===== config.mk =====
export PLATFORM = sky130hd
export DESIGN_NAME = sia_rxctl
export DESIGN_NICKNAME = d
export VERILOG_FILES = /design/src/rtl/sia_rxctl.sv
export SDC_FILE = /design/constraint.sdc
export NUM_CORES = 1
export LEC_CHECK = 0
export CORE_UTILIZATION = 49
export CTS_BUF_LIST = sky130_fd_sc_hd__clkbuf_8
export DETAILED_ROUTE_END_ITERATION = 16
export PLACE_DENSITY_LB_ADDON = 0.2
export SLEW_MARGIN = 20
export SYNTH_ARGS = -nofsm -noshare
export SYNTH_HDL_FRONTEND = slang
export SYNTH_SLANG_ARGS = --single-unit

===== constraint.sdc =====
create_clock -name clk_i -period 1.95 [get_ports clk_i]
set_input_delay 0.2925 -clock clk_i [delete_from_list [all_inputs] [get_ports clk_i]]
set_output_delay 0.2925 -clock clk_i [all_outputs]
set_load 0.01 [all_outputs]

===== src/rtl/sia_rxctl.sv =====
// sia_rxctl: Wishbone B4 classic slave controller for the SIA V.4 receive path.
// Optional build macro SIA_RXCTL_STALL_EN: empty RXDAT reads stall in DWAIT instead of flagging underrun.
`default_nettype none

module sia_rxctl #(
  parameter int SHIFT_REG_WIDTH = 16,
  parameter int BAUD_RATE_WIDTH = 32,
  parameter int BITS_WIDTH      = 5
) (
  input  logic                       clk_i,
  input  logic                       reset_i,
  input  logic                       cyc_i,
  input  logic                       stb_i,
  input  logic                       we_i,
  input  logic [2:0]                 adr_i,
  input  logic [SHIFT_REG_WIDTH-1:0] dat_i,
  output logic [SHIFT_REG_WIDTH-1:0] dat_o,
  output logic                       ack_o,
  output logic [BITS_WIDTH-1:0]      bits_o,
  output logic [BAUD_RATE_WIDTH-1:0] baud_o,
  output logic                       eedd_o,
  output logic                       eedc_o,
  output logic                       rxq_oe_o,
  output logic                       rxq_pop_o,
  input  logic [SHIFT_REG_WIDTH-1:0] rxq_dat_i,
  input  logic                       rxq_full_i,
  input  logic                       rxq_not_empty_i,
  output logic                       irq_o
);

  localparam logic [2:0] S_IDLE  = 3'd0;
  localparam logic [2:0] S_RACK  = 3'd1;
  localparam logic [2:0] S_DRD   = 3'd2;
  localparam logic [2:0] S_DACK  = 3'd3;
`ifdef SIA_RXCTL_STALL_EN
  localparam logic [2:0] S_DWAIT = 3'd4;
`endif

  localparam logic [2:0] A_RXDAT  = 3'd0;
  localparam logic [2:0] A_STATUS = 3'd1;
  localparam logic [2:0] A_CONFIG = 3'd2;
  localparam logic [2:0] A_BAUDLO = 3'd3;
  localparam logic [2:0] A_BAUDHI = 3'd4;

  logic [2:0]                 state;
  logic [2:0]                 state_nxt;
  logic                       req_we;
  logic [2:0]                 req_adr;
  logic                       ien;
  logic                       underrun;
  logic [15:0]                baud_lo;
  logic [SHIFT_REG_WIDTH-1:0] rd_mux;
  logic [SHIFT_REG_WIDTH-1:0] cfg_rd;
  logic [SHIFT_REG_WIDTH-1:0] baud_hi_rd;
  logic                       req;
  logic                       fifo_rd;
  logic                       reg_wr;
  logic                       underrun_set;
  logic                       underrun_clr;

  assign req     = cyc_i & stb_i;
  assign fifo_rd = req & ~we_i & (adr_i == A_RXDAT);
  assign reg_wr  = (state == S_RACK) & req_we;

  assign ack_o     = (state == S_RACK) | (state == S_DACK);
  assign rxq_oe_o  = (state == S_DRD)  | (state == S_DACK);
  assign rxq_pop_o = (state == S_DACK);

`ifdef SIA_RXCTL_STALL_EN
  assign underrun_set = 1'b0;
`else
  assign underrun_set = (state == S_IDLE) & fifo_rd & ~rxq_not_empty_i;
`endif
  assign underrun_clr = reg_wr & (req_adr == A_STATUS) & dat_i[2];

  always_comb begin
    cfg_rd                 = '0;
    cfg_rd[BITS_WIDTH-1:0] = bits_o;
    cfg_rd[8]              = eedd_o;
    cfg_rd[9]              = eedc_o;
    cfg_rd[15]             = ien;
  end

  // Upper baud bits, zero-extended when the divisor is narrower than 32 bits
  always_comb begin
    baud_hi_rd                      = '0;
    baud_hi_rd[BAUD_RATE_WIDTH-17:0] = baud_o[BAUD_RATE_WIDTH-1:16];
  end

  always_comb begin
    rd_mux = '0;
    case (adr_i)
      A_STATUS: rd_mux[3:0] = {irq_o, underrun, rxq_full_i, rxq_not_empty_i};
      A_CONFIG: rd_mux      = cfg_rd;
      A_BAUDLO: rd_mux      = baud_lo;
      A_BAUDHI: rd_mux      = baud_hi_rd;
      default:  rd_mux      = '0;
    endcase
  end

  always_comb begin
    state_nxt = S_IDLE;
    case (state)
      S_IDLE: begin
        if (!req)
          state_nxt = S_IDLE;
        else if (fifo_rd && rxq_not_empty_i)
          state_nxt = S_DRD;
`ifdef SIA_RXCTL_STALL_EN
        else if (fifo_rd)
          state_nxt = S_DWAIT;
`endif
        else
          state_nxt = S_RACK;
      end
      S_RACK: state_nxt = S_IDLE;
      S_DRD:  state_nxt = cyc_i ? S_DACK : S_IDLE;
      S_DACK: state_nxt = S_IDLE;
`ifdef SIA_RXCTL_STALL_EN
      S_DWAIT: begin
        if (!cyc_i)
          state_nxt = S_IDLE;
        else if (rxq_not_empty_i)
          state_nxt = S_DRD;
        else
          state_nxt = S_DWAIT;
      end
`endif
      default: state_nxt = S_IDLE;
    endcase
  end

  always_ff @(posedge clk_i or negedge reset_i) begin
    if (!reset_i) begin
      state    <= S_IDLE;
      req_we   <= 1'b0;
      req_adr  <= '0;
      dat_o    <= '0;
      bits_o   <= '0;
      baud_o   <= '0;
      baud_lo  <= '0;
      eedd_o   <= 1'b0;
      eedc_o   <= 1'b0;
      ien      <= 1'b0;
      underrun <= 1'b0;
      irq_o    <= 1'b0;
    end else begin
      state <= state_nxt;
      irq_o <= ien & rxq_not_empty_i;

      if (state == S_IDLE && req) begin
        req_we  <= we_i;
        req_adr <= adr_i;
        if (state_nxt == S_RACK && !we_i)
          dat_o <= rd_mux;
      end

      if (state == S_DRD && cyc_i)
        dat_o <= rxq_dat_i;

      // Set has priority over a simultaneous write-one-to-clear
      if (underrun_set)
        underrun <= 1'b1;
      else if (underrun_clr)
        underrun <= 1'b0;

      // Writes commit at the end of the ack cycle, so they are visible the cycle after ack
      if (reg_wr) begin
        case (req_adr)
          A_CONFIG: begin
            bits_o <= dat_i[BITS_WIDTH-1:0];
            eedd_o <= dat_i[8];
            eedc_o <= dat_i[9];
            ien    <= dat_i[15];
          end
          A_BAUDLO: baud_lo <= dat_i;
          A_BAUDHI: baud_o  <= {dat_i[BAUD_RATE_WIDTH-17:0], baud_lo};
          default: ;
        endcase
      end
    end
  end

endmodule

`default_nettype wire

==> run metrics <==
top post-synthesis cells by count=80 x dfrtp_1, 63 x mux2_2, 19 x inv_1, 18 x nand2_1, 17 x nor4bb_1; status=finished, final reports clean; largest net degree at the start of global routing=39; drt pass-1 iters=4; num rows=30; Mapped Area=approximately 3600 sq um; Critical Path Start Type=flop; fin crit share=92.5%; Diodes inserted=0; area leader, netlist=dfrtp_1; layout cell share with drive strength beyond 1=24.9%; WL per Instance=17.8 um; r2r endpoint=bits_o[3]; Worst Skew=0.0112 ns; Final Critical Period=1.80 ns; die area=7620 sq um; final wirelength=8650 um; register area share after synthesis=between 50% and 60%; clock root buffer=clkbuf_8; initial antenna violation count=0; CP Max Fanout=6; Initial Util=about half; antenna-violating nets left=0; H-tree depth=3; ranking of synthesized cells by area=dfrtp_1 56%, mux2_2 20%, nor4bb_1 4.8%, o221ai_1 3.9%, inv_1 2.0%; DIE WIDTH=87.3 um; kind of critical path=reg2out; Cell Pwr Density=1200 nW/um^2; EDFF count, synth=0; Max Clk Rate=between 500 and 600 MHz; total of fill cells in the finished design=533; non-filler cells, final=486; Worst VDD drop=677 uV; RSZ-0062 raised after global routing=no; CTS tree=yes; setup repair bufs after CTS=0; most numerous cell in the Yosys netlist=dfrtp_1; top cell type's share of synthesized area=between 50% and 60%; final hold vios=0; Yosys cell types=27; GRT Resource Usage Total=23.9%; R2R setup slack=0.22 ns; Post-route DRC=0; # IOs=~100; syn_area_per_cell=roughly 13 sq um; Overflow after GRT=0; Lkg Pwr=2.08 nW; synthesized flop and latch total=80; vias in the first global route=2673; Post-Synthesis Cells=275; via-per-instance ratio=5.64; final setup TNS=0 ns; setup violators final=0; worst skew pair latency=0.35 ns; Relative slew margins=67.5%; dpl hpwl=6150 um; synthesis-to-layout area growth=38.3%; final hold slack=~0.44 ns; routed via count=~2700; Power, Total=about 5.9 mW; TritonCTS Buffers=9; nets@finish=428; Worst Reg-to-Reg Cells=4; Core Util, Final=~70%; YS warnings=0; first-pass GRT wire length=13600 um; core region area=6910 sq um; CTS Sinks=80; Arr. time, crit path=1.51 ns; gpl congestion=~0.8; Synth Flop Type=dfrtp_1; Hold Crit Class=in2async; Post-Place Cells=470; clk buf depth=2; Worst Max-Slew Pin Slew=0.488 ns; syn_nets=317; Port-buffer cells=100; clock-pin slew on the worst setup and hold paths=0.08 ns; Iter 0 DRT Violations=105; Die H=between 80 and 90 um; r2r startpoint=req_adr[0]; max-slew violation count=0; Synth async-reset ratio=100%; critical path endpoint category=output port; WP data required=1.66 ns; Max Cap Viol=0
==> metal layers <==
layer	wire [um]	GRT usage [%]
met5	0	0
met4	173	11.3
met3	762	7.68
met2	3990	35.9
met1	3720	31.6
==> sequential cells by signal (all words and copies together), names as in the netlist <==
signal,count
eedd_o,1
baud_lo,16
irq_o,1
eedc_o,1
req_adr,3
baud_o,32
state,2
ien,1
dat_o,16
req_we,1
bits_o,5
underrun,1
==> layout make-up <==
type | count | area (sq um) | area share [%]
Sequential cell | 80 | 2000 | 40.6
Multi-Input combinational cell | 159 | 1410 | 28.6
Inverter | 19 | 71.3 | 1.45
Timing Repair Buffer | 117 | 1140 | 23.1
Clock buffer | 9 | 124 | 2.51
Clock inverter | 6 | 61.3 | 1.24
Tap cell | 96 | 120 | 2.44
==> layout by cell type, fill, tap and decap left out, drive strengths merged <==
cell type       n
nand2          18
clkinv          4
dlygate4sd3     1
nor2            1
clkinvlp        1
nor2b           3
or4b            1
or3             1
buf            17
a22oi           8
a41o            2
nor4bb         17
and3b           4
o31ai           1
nand3b          2
clkbuf          9
and2            4
o221ai         16
nand4           1
o21ai           3
a211oi          8
inv            19
bufinv          1
o211ai          2
nand3           3
mux2           63
clkdlybuf4s50  99
dfrtp          80
nor3b           1
==> metrics by stage <==
step | cell area, sq um | worst slack [ns]
finish | 4930 | 0.147
global route | 4930 | 0.0757
CTS | 4930 | 0.140
detailed placement | 4740 | -0.0807
global placement | 4740 | -0.0402
floorplan | 3570 | 0.333
==> how the worst max path moves through the flow <==
stage / from / endpoint / slack, ns / depth (start not counted)
after detailed placement: adr_i[0] / dat_o[5] / -0.08 / 4
final: state[1] / rxq_pop_o / 0.15 / 3
after global routing: state[0] / bits_o[3] / 0.08 / 4
after floorplan: adr_i[1] / dat_o[10] / 0.33 / 5
after global placement: adr_i[0] / dat_o[9] / -0.04 / 4
after CTS: state[1] / rxq_pop_o / 0.14 / 3
==> where the power goes <==
group,switching [mW],internal [mW],total [mW]
combinational,0.702,1.36,2.06
clock,0.596,0.580,1.18
sequential,0.429,2.25,2.68
total,1.73,4.19,5.92
==> cells by family (layout without fill, tap and decap cells) <==
family                 after synthesis  after routing  synth area share (%)
AO/OA/AOI/OAI                       40             40                  8.95
multiplexers                        63             63                  19.9
buffers and inverters               36            151                  4.25
flip-flops                          80             80                  56.1
AND/OR/NAND/NOR                     56             56                  10.8
==> timing repair <==
action	in CTS	in global routing
resized for setup	0	0
hold buffers	1	0
hold endpoints to repair	36	0
==> critical path, stage by stage, from the launching register on <==
cell,delay [ns]
dfrtp_1,0.39
buf_4,0.16
and2_1,0.15
clkdlybuf4s50_1,0.47
(Power assumes the default switching activity.)
